<file path="src/rtl/weighted_rr_arbiter.sv">
// Weighted round-robin arbiter: grants one requester at a time and holds it for up to weight transactions.
// Define WRR_WEIGHT_EN for per-user budgets; otherwise each grant covers a single transaction.
module weighted_rr_arbiter #(
  parameter int USER      = 4,
  parameter int USER_LOG2 = $clog2(USER),
  parameter int WEIGHT_W  = 4
) (
  input  logic                       CLK,
  input  logic                       RST,
  input  logic [USER-1:0]            request,
  input  logic [USER*WEIGHT_W-1:0]   weight,
  input  logic                       ack,
  input  logic                       last,
  output logic [USER-1:0]            grant,
  output logic                       grant_valid,
  output logic [USER_LOG2-1:0]       grant_id,
  output logic [WEIGHT_W-1:0]        credit
);

  typedef enum logic {S_IDLE, S_HOLD} state_t;

  state_t                state_q, state_d;
  logic [USER-1:0]       grant_q, grant_d;
  logic [USER_LOG2-1:0]  grant_id_q, grant_id_d;
  logic [WEIGHT_W-1:0]   credit_q, credit_d;
  logic [USER_LOG2-1:0]  ptr_q, ptr_d;
  logic                  busy_q, busy_d;

  logic [USER_LOG2:0]    pick_idle, pick_rel, pick_sel;
  logic [USER_LOG2-1:0]  ptr_rel, new_id;
  logic [WEIGHT_W-1:0]   new_credit;
  logic                  keep_grant;
  logic                  release_now;

  // First set bit of req at or above start, wrapping modulo USER; MSB flags a hit.
  function automatic logic [USER_LOG2:0] pick_next(input logic [USER-1:0] req,
                                                   input logic [USER_LOG2-1:0] start);
    logic [USER_LOG2:0]   res;
    logic [USER_LOG2-1:0] id_l;
    int unsigned          idx;
    res = '0;
    for (int unsigned i = 0; i < USER; i++) begin
      idx = 32'(start) + i;
      if (idx >= USER) idx = idx - USER;
      id_l = idx[USER_LOG2-1:0];
      if (!res[USER_LOG2] && req[id_l]) res = {1'b1, id_l};
    end
    return res;
  endfunction

  assign ptr_rel   = (grant_id_q == USER_LOG2'(USER - 1)) ? '0 : grant_id_q + 1'b1;
  assign pick_idle = pick_next(request, ptr_q);
  assign pick_rel  = pick_next(request & ~grant_q, ptr_rel);
  assign pick_sel  = (state_q == S_IDLE) ? pick_idle : pick_rel;
  assign new_id    = pick_sel[USER_LOG2-1:0];

`ifdef WRR_WEIGHT_EN
  logic [WEIGHT_W-1:0] weight_a [USER];
  always_comb begin
    for (int unsigned g = 0; g < USER; g++) weight_a[g] = weight[g*WEIGHT_W +: WEIGHT_W];
  end
  assign new_credit = (weight_a[new_id] == '0) ? WEIGHT_W'(1) : weight_a[new_id];
  assign keep_grant = (credit_q > WEIGHT_W'(1)) && request[grant_id_q];
`else
  logic unused_weight;
  assign unused_weight = ^weight;
  assign new_credit    = WEIGHT_W'(1);
  assign keep_grant    = 1'b0;
`endif

  always_comb begin
    state_d     = state_q;
    grant_d     = grant_q;
    grant_id_d  = grant_id_q;
    credit_d    = credit_q;
    ptr_d       = ptr_q;
    busy_d      = busy_q;
    release_now = 1'b0;
    case (state_q)
      S_IDLE: begin
        if (pick_idle[USER_LOG2]) begin
          state_d          = S_HOLD;
          grant_d          = '0;
          grant_d[new_id]  = 1'b1;
          grant_id_d       = new_id;
          credit_d         = new_credit;
          busy_d           = 1'b0;
        end
      end
      S_HOLD: begin
        if (ack && last) begin
          busy_d = 1'b0;
          if (keep_grant) credit_d = credit_q - WEIGHT_W'(1);
          else            release_now = 1'b1;
        end else if (ack) begin
          busy_d = 1'b1;
        end else if (!busy_q && !request[grant_id_q]) begin
          release_now = 1'b1;
        end
        // Release re-arbitrates from the advanced pointer in the same cycle, skipping the old holder.
        if (release_now) begin
          ptr_d  = ptr_rel;
          busy_d = 1'b0;
          if (pick_rel[USER_LOG2]) begin
            grant_d         = '0;
            grant_d[new_id] = 1'b1;
            grant_id_d      = new_id;
            credit_d        = new_credit;
          end else begin
            state_d    = S_IDLE;
            grant_d    = '0;
            grant_id_d = '0;
            credit_d   = '0;
          end
        end
      end
      default: state_d = S_IDLE;
    endcase
  end

  always_ff @(posedge CLK or posedge RST) begin
    if (RST) begin
      state_q    <= S_IDLE;
      grant_q    <= '0;
      grant_id_q <= '0;
      credit_q   <= '0;
      ptr_q      <= '0;
      busy_q     <= 1'b0;
    end else begin
      state_q    <= state_d;
      grant_q    <= grant_d;
      grant_id_q <= grant_id_d;
      credit_q   <= credit_d;
      ptr_q      <= ptr_d;
      busy_q     <= busy_d;
    end
  end

  assign grant       = grant_q;
  assign grant_valid = |grant_q;
  assign grant_id    = grant_id_q;
  assign credit      = credit_q;

endmodule

</file>
<file path="config.mk">
export PLATFORM = sky130hd
export DESIGN_NAME = weighted_rr_arbiter
export DESIGN_NICKNAME = d
export VERILOG_FILES = /design/src/rtl/weighted_rr_arbiter.sv
export SDC_FILE = /design/constraint.sdc
export NUM_CORES = 1
export LEC_CHECK = 0
export CAP_MARGIN = 0
export CORE_MARGIN = 2
export CORE_UTILIZATION = 37
export DETAILED_ROUTE_END_ITERATION = 8
export PLACE_DENSITY_LB_ADDON = 0.2
export SLEW_MARGIN = 10
export SYNTH_ARGS = -nofsm -noshare
export SYNTH_HDL_FRONTEND = slang
export SYNTH_SLANG_ARGS = --single-unit
</file>
<file path="constraint.sdc">
create_clock -name CLK -period 1.95 [get_ports CLK]
set_clock_uncertainty 0.05 [all_clocks]
set_input_delay 0.195 -clock CLK [delete_from_list [all_inputs] [get_ports CLK]]
set_output_delay 0.195 -clock CLK [all_outputs]
set_load 0.1 [all_outputs]
</file>
==> results of run 1 <==
-- Yosys cell counts (2+ instances only) --
cell type	count	share of area
dfrtp_1	11	0.35
nand2_1	10	0.048
inv_1	7	0.034
a21oi_1	4	0.026
nor2b_1	4	0.032
o21ai_0	4	0.026
buf_4	3	0.029
nor2_1	3	0.014
o221ai_1	3	0.034
a21o_1	2	0.019
a221oi_1	2	0.022
a31oi_1	2	0.016
buf_6	2	0.029
mux2i_1	2	0.026
nand2b_1	2	0.016
o21a_1	2	0.019
or2_2	2	0.016
-- state kept, by name (all words and copies together) (netlist names) --
| name | cells |
|---|---|
| state_q | 1 |
| grant_id | 2 |
| credit | 1 |
| grant | 4 |
| ptr_q | 2 |
| busy_q | 1 |
-- what timing repair did --
| action | in CTS | in global routing |
|---|---|---|
| endpoints found under the setup margin | 8 | 8 |
| cloned | 0 | 0 |
| resized for setup | 8 | 10 |
| pin swaps | 1 | 3 |
-- power by group through the flow --
stage               sequential, W  clock (W)  combinational [W]
detailed placement       0.000437          0            0.00153
global route             0.000448   0.000172            0.00179
CTS                      0.000432   0.000160            0.00159
global placement         0.000431          0            0.00152
floorplan                0.000861          0           0.000652
finish                   0.000434   0.000156            0.00167
-- area by class of cell --
type,count,share of cell area
Multi-Input combinational cell,65,0.429
Timing Repair Buffer,34,0.255
Sequential cell,11,0.241
Tap cell,27,0.0291
Clock buffer,4,0.0226
Inverter,7,0.0226
-- kinds of logic after synthesis --
group | Yosys count | synth area share
other | 1 | 0.00481
AND/OR/NAND/NOR | 28 | 0.189
flip-flops | 11 | 0.353
adder cells (fa/ha/maj) | 1 | 0.0160
multiplexers | 4 | 0.0690
AO/OA/AOI/OAI | 29 | 0.271
buffers and inverters | 13 | 0.0963
-- layer usage --
| layer | GRT usage | part of all wire | wire length [um] | vias up |
|---|---|---|---|---|
| met5 | 0 | 0 | 0 | - |
| met4 | 0.0509 | 0.0066 | 14 | 0 |
| met3 | 0.0697 | 0.079 | 168 | 2 |
| met2 | 0.304 | 0.47 | 1000 | 28 |
| met1 | 0.260 | 0.44 | 936 | 379 |
| li1 | - | - | - | 382 |
-- worst min-delay path by stage --
| stage | start | to | slack, ns |
|---|---|---|---|
| CTS | RST | busy_q | 0.16 |
| floorplan | RST | busy_q | -0.003 |
| detailed placement | busy_q | busy_q | 0.44 |
| finish | RST | busy_q | 0.15 |
| global route | RST | ptr_q[0] | 0.21 |
| global placement | credit[0] | credit[0] | 0.41 |
-- stage by stage --
stage               setup WS [ns]  cells
floorplan                  -0.348     89
CTS                       -0.0932    148
global route               -0.164    148
detailed placement         -0.365    144
global placement           -0.345    144
finish                    -0.0846    148
==> flow_summary.toml, run 1 <==
[run_status]
status = "finished with violations"
failed_checks = "setup timing"

[clock_network]
clk_pin_slew_ns = 0.07
cts_setup_buffers = 0
cts_tree = "built"
cts-root-buf = "clkbuf_4"
clkLatencyLatePin_ns = 0.27
cts_buffer_depth = 2
clock_sinks = 11
numCtsBuffers = 3
hold_buffers = 0
cts_max_level = 1

[sta]
fmax_mhz = 491
setup_viol = 6
rsz0062_at_grt = "yes"
finalCriticalPeriod_ns = 2.03
period_share = 1.04
finalMaxSlewViolations = 0
worst_slack_ns = -0.0846
hold_ws_ns = 0.154
tns_ns = -0.355
hold_violations = 0

[drt]
vias = 791
avgRoutedWirePerCell_um = 14.4
drtIter0Drc = 25
vias_per_cell = 5.34
drc = 0
drtAntennaViolNets = 0
routed_wl_mm = 2.12
dr.pass1.iters = 4

[pwr]
ir_drop_mv = 1.61
power_density_nw_per_um2 = 1950
power.leakage_nw = 0.541
p_seq_frac = 0.192
p_total_w = 0.00226
clkPwrFrac = 0.069
switching_share = 0.548
net-switching-power_w = 0.00124
p_comb_frac = 0.739
intPower_w = 0.00102

[die]
die_area_um2 = 2490
coreArea_um2 = 1980
die_h_um = 49.9
pin_count = 35
die_w_um = 49.9
row_count = 16
start_util = 0.393

[synthesis]
synth_async_sr_flop_share = 1.00
avgSynthCellArea_um2 = 8.96
synth_ff_type = "dfrtp_1"
yosysWarnings = 0
yosysSeqAreaShare = 0.353
synth.distinct_cells = 39
ys_ff_latch = 11
synth_area_um2 = 779
synth_edf_count = 0
synthCells = 87

[critical_path]
crit_slowest_cell = "mux4_2"
start_kind = "flop"
rr_worst_depth = 5
rr_startpoint = "grant_id[0]"
slowest_delay_ns = 0.49
path_depth = 5
crit_buf_inv = 0
crit_start = "grant_id[0]"
cp-endpoint = "grant[3]"
cp.arrival_ns = 2.14
critical-path-top-delay-family = "simple AND/OR/NAND/NOR gates"
critPathKind = "reg2reg"
critPathRequiredTime_ns = 2.06
worstPathCellList = "mux4_2 > or3_4 > a31o_4 > and2_1 > a31o_2"
rrSetupSlack_ns = -0.08
cp-end-kind = "flop"
worstReg2RegEnd = "grant[3]"
crit_fanout = 6

[cells_and_area]
design_area_um2 = 1160
area_growth_pct = 49.1
layout_common_cells = "23 x buf_4, 9 x dfrtp_1, 8 x nand2_1, 7 x clkdlybuf4s50_1, 6 x inv_1"
finalCoreUtilization = 0.586
antenna_cells = 0
nFillCells = 164
ff_latch_area_um2 = 280
drive_gt1_frac = 0.413
final_common_cell = "buf_4"
nets = 147
multi_input_area_um2 = 499

[global_route]
grt_pass1_wl_mm = 3.73
grt_antenna_before_repair = 0
gr-total-overflow = 0
grt.total_usage = 0.197
grt_pass1_vias = 785
grt_max_degree = 12

[placed_design]
postPlaceCellArea_um2 = 1070
hpwl_mm = 1.52
io_buffers = 15
routabilityCongestion = 0.847

[job]
maxCapViolCount = 0

[hold_path]
min_path_type = "in2async"
Note: power is estimated with default switching activity, not from simulation.
==> inputs of run 2 (changes only) <==
--- a/config.mk
+++ b/config.mk
@@ -9,7 +9,9 @@
 export CORE_MARGIN = 2
 export CORE_UTILIZATION = 37
 export DETAILED_ROUTE_END_ITERATION = 8
+export GPL_ROUTABILITY_DRIVEN = 0
 export PLACE_DENSITY_LB_ADDON = 0.2
+export REMOVE_ABC_BUFFERS = 1
 export SLEW_MARGIN = 10
 export SYNTH_ARGS = -nofsm -noshare
 export SYNTH_HDL_FRONTEND = slang
==> run 2 against run 1 <==
  * The run still ends with setup timing left
  * First-iteration DRC count down 52%
  * Largest power group unchanged
  * Hold slack improved by 0.0099 ns
  * Critical path type unchanged
  * Core utilization shrank 2.4 points
  * Design area fell by 4.1%
  * Wire length is 6.2% lower
  * Via count fell by 4.0%
  * Global-route usage shrank 2.9 points
  * Highest routed layer unchanged
  * Largest cell class unchanged
  * Non-clock buffer count fell by 1
==> flow_summary.toml, run 2 (synthesis results as in run 1) <==
[critical_path]
crit_slowest_cell = "mux4_2"
worstReg2RegEnd = "grant_id[1]"
critPathKind = "reg2reg"
cp.arrival_ns = 2.12
crit_buf_inv = 1
rr_worst_depth = 5
start_kind = "flop"
worstPathCellList = "mux4_2 > or3_4 > a31o_4 > inv_2 > mux2_4"
critical-path-top-delay-family = "multiplexers"
rrSetupSlack_ns = -0.08
cp-end-kind = "flop"
slowest_delay_ns = 0.51
rr_startpoint = "grant_id[0]"
crit_fanout = 5
critPathRequiredTime_ns = 2.04

[die]
pin_count = 35
start_util = 0.393
die_w_um = 49.9
die_area_um2 = 2490
row_count = 16
coreArea_um2 = 1980
die_h_um = 49.9

[sta]
period_share = 1.04
setup_viol = 7
worst_slack_ns = -0.0798
tns_ns = -0.343
finalMaxSlewViolations = 0
rsz0062_at_grt = "yes"
finalCriticalPeriod_ns = 2.03
fmax_mhz = 493
hold_violations = 0

[placed_design]
io_buffers = 15
postPlaceCellArea_um2 = 1040
hpwl_mm = 1.55
dp_slack_ns = -0.359
dp_cells = 142

[clock_network]
cts_tree = "built"
cts_buffer_depth = 2
clkLatencyLatePin_ns = 0.26
numCtsBuffers = 3
hold_buffers = 0
clock_sinks = 11
clk_pin_slew_ns = 0.07
cts-root-buf = "clkbuf_4"
cts_max_level = 1

[global_route]
grt_antenna_before_repair = 0
grt.total_usage = 0.168
grt_pass1_vias = 709
gr-total-overflow = 0
grt_max_degree = 12
grt_pass1_wl_mm = 3.23

[pwr]
power.leakage_nw = 0.538
ir_drop_mv = 1.54
power_density_nw_per_um2 = 1940

[job]
maxCapViolCount = 0

[cells_and_area]
fin_cells = 147
layout_common_cells = "22 x buf_4, 11 x dfrtp_1, 10 x nand2_1, 7 x clkdlybuf4s50_1, 6 x inv_1"
area_growth_pct = 43.0
design_area_um2 = 1110
nets = 146
antenna_cells = 0
final_common_cell = "buf_4"
finalCoreUtilization = 0.563
largest_reg_flops = 4
drive_gt1_frac = 0.342

[drt]
dr.pass1.iters = 4
vias_per_cell = 5.16
vias = 759
routed_wl_mm = 1.99
drc = 0
avgRoutedWirePerCell_um = 13.6
drtIter0Drc = 12
drtAntennaViolNets = 0

[hold_path]
min_path_type = "in2async"

[run_status]
failed_checks = "setup timing"
status = "finished with violations"
-- run 2: cell count changes in the layout (fill, tap and decap cells not counted), sizes merged --
cell and delta:
buf -1
-- run 2: final cells by class --
type / count / area (um^2)
Fill cell: 190 / 867
Multi-Input combinational cell: 65 / 464
Timing Repair Buffer: 33 / 289
Sequential cell: 11 / 275
Tap cell: 27 / 33.8
Clock buffer: 4 / 26.3
Inverter: 7 / 26.3
-- run 2: per-layer routing --
| metal | wire length (um) | share of wire | vias to the layer above | track usage |
|---|---|---|---|---|
| li1 | - | - | 383 | - |
| met1 | 953 | 0.48 | 352 | 0.245 |
| met2 | 932 | 0.47 | 18 | 0.253 |
| met3 | 71 | 0.036 | 6 | 0.0152 |
| met4 | 34 | 0.017 | 0 | 0.0694 |
| met5 | 0 | 0 | - | 0 |
-- run 2: worst max path at each step --
stage,startpoint,end,slack (ns),cells past startpoint
finish,grant_id[0],grant_id[1],-0.08,5
global route,grant_id[0],grant_id[1],-0.14,5
CTS,grant_id[0],grant[2],-0.07,6
detailed placement,request[3],grant[2],-0.36,7
global placement,request[3],grant[1],-0.34,6
floorplan,grant_id[0],grant_id[1],-0.86,5
-- run 2: timing repair --
item                       CTS  global route
pin swaps                    5             2
setup buffers                1             0
setup endpoints to repair    6             9
resized for setup            3             7
-- run 2: stage by stage --
step	hold slack, ns	total power (W)
floorplan	-0.00256	0.00146
global placement	0.416	0.00192
detailed placement	0.417	0.00194
CTS	0.175	0.00212
global route	0.201	0.00228
finish	0.164	0.00216
-- run 2: where the power goes --
part	switching, W	total [W]	internal (W)
sequential	0.0000936	0.000418	0.000324
combinational	0.00103	0.00160	0.000565
clock	0.0000670	0.000146	0.0000789
total	0.00119	0.00216	0.000968
==> inputs of run 3 (changes only) <==
--- a/config.mk
+++ b/config.mk
@@ -5,11 +5,13 @@
 export SDC_FILE = /design/constraint.sdc
 export NUM_CORES = 1
 export LEC_CHECK = 0
-export CAP_MARGIN = 0
+export CAP_MARGIN = 20
 export CORE_MARGIN = 2
-export CORE_UTILIZATION = 37
+export CORE_UTILIZATION = 38
+export CTS_BUF_LIST = sky130_fd_sc_hd__clkbuf_4
 export DETAILED_ROUTE_END_ITERATION = 8
 export GPL_ROUTABILITY_DRIVEN = 0
+export GPL_TIMING_DRIVEN = 0
 export PLACE_DENSITY_LB_ADDON = 0.2
 export REMOVE_ABC_BUFFERS = 1
 export SLEW_MARGIN = 10
==> run 3 against run 2 <==
  * The run still ends with setup timing left
  * Count of clock-buffer cells in the layout is the same
  * Global-route usage increased by 1.3 points
  * Worst setup slack better by 0.030 ns
  * Combinational power decreased by 7%
  * Maximum frequency increased by 1.5%
  * Die area fell by 2.4%
==> flow_summary.toml, run 3 (synthesis results as in run 1) <==
[critical_path]
cp-end-kind = "flop"
crit_slowest_cell = "mux4_2"
critPathRequiredTime_ns = 2.06
crit_fanout = 5
worstPathCellList = "mux4_2 > or3_4 > a31o_4 > inv_2 > mux2_4"
start_kind = "flop"
slowest_delay_ns = 0.49
cp.arrival_ns = 2.11
critPathKind = "reg2reg"

[clock_network]
clkLatencyLatePin_ns = 0.27
clk_pin_slew_ns = 0.07
cts_tree = "built"
clock_sinks = 11
numCtsBuffers = 3
hold_buffers = 0
cts-root-buf = "clkbuf_4"
cts_max_level = 1
cts_buffer_depth = 2

[global_route]
grt_max_degree = 12
gr-total-overflow = 0
grt_pass1_vias = 711
grt_antenna_before_repair = 0
grt.total_usage = 0.182
grt_pass1_wl_mm = 3.36

[cells_and_area]
drive_gt1_frac = 0.278
antenna_cells = 0
largest_reg_flops = 4
area_growth_pct = 34.3
nets = 134
finalCoreUtilization = 0.539
layout_common_cells = "10 x nand2_1, 10 x dfrtp_1, 10 x dlygate4sd2_1, 6 x inv_1, 5 x buf_4"
nFillCells = 194
fin_cells = 135

[pwr]
ir_drop_mv = 1.22
power_density_nw_per_um2 = 1990
power.leakage_nw = 0.488

[die]
die_w_um = 49.3
start_util = 0.401
die_h_um = 49.3
pin_count = 35
row_count = 16
coreArea_um2 = 1940
die_area_um2 = 2430

[hold_path]
min_path_type = "in2async"

[job]
maxCapViolCount = 0

[placed_design]
io_buffers = 15
hpwl_mm = 1.40
dp_cells = 125
dp_slack_ns = -0.666

[sta]
slew_headroom = 0.362
setup_viol = 5
rsz0062_at_grt = "yes"
period_share = 1.03
fmax_mhz = 500
finalCriticalPeriod_ns = 2.00
worst_slack_ns = -0.0494
tns_ns = -0.155
hold_ws_ns = 0.155
finalMaxSlewViolations = 0
hold_violations = 0
worst_pin_slew_ns = 0.961

[run_status]
failed_checks = "setup timing"
status = "finished with violations"

[drt]
vias = 750
drtIter0Drc = 7
drtAntennaViolNets = 0
drc = 0
vias_per_cell = 5.56
dr.pass1.iters = 4
routed_wl_mm = 2.04
avgRoutedWirePerCell_um = 15.1
run 3: cell types whose count changed in the layout (fill, tap and decap cells not counted), sizes merged:
| cell | previous run | this run |
|---|---|---|
| clkbuf | 4 | 6 |
| dlygate4sd2 | 0 | 10 |
| buf | 26 | 6 |
| clkdlybuf4s50 | 7 | 3 |
run 3: per-layer routing:
metal / part of all wire / vias up / GRT usage
li1: - / 358 / -
met1: 0.46 / 363 / 0.235
met2: 0.48 / 25 / 0.304
met3: 0.047 / 4 / 0.0337
met4: 0.0093 / 0 / 0.0571
met5: 0 / - / 0
run 3: timing repair:
action | 4_1_cts | 5_1_grt
pin swaps | 3 | 2
buffers inserted | 6 | 0
resized for setup | 27 | 6
hold endpoints to repair | 0 | 0
setup endpoints to repair | 17 | 10
run 3: final timing paths:
check,cells after the start,end,start,slack [ns]
worst max register to register,5,grant_id[1],grant_id[0],-0.05
min in group CLK,2,credit[0],credit[0],0.43
worst min-delay path,2,grant_id[1],RST,0.15
max in group asynchronous,2,grant_id[0],RST,1.38
worst max-delay path,5,grant_id[1],grant_id[0],-0.05
worst min register to register,2,credit[0],credit[0],0.43
run 3: stage by stage:
step | total power, W | instance area [um^2]
floorplan | 0.00146 | 738
global placement | 0.00175 | 922
detailed placement | 0.00177 | 922
CTS | 0.00204 | 1040
global route | 0.00221 | 1050
finish | 0.00209 | 1050
run 3: worst max-delay path: cells and delay by family, from the launching register on:
family          cells  cell delay, ns
compound gates      1            0.28
simple gates        1            0.34
flops               1            0.37
buf+inv             1            0.07
mux                 2            0.78
run 3: final cells by class:
type,instances,area (um^2),share of cell area
Multi-Input combinational cell,65,504,0.481
Sequential cell,11,277,0.264
Timing Repair Buffer,21,176,0.168
Tap cell,27,33.8,0.0323
Clock buffer,4,30.0,0.0287
Inverter,7,26.3,0.0251
run 3: report_power, final:
group / total (W) / internal, W / switching (W)
clock network: 0.000175 / 0.0000933 / 0.0000817
registers: 0.000428 / 0.000325 / 0.000103
logic: 0.00149 / 0.000460 / 0.00103
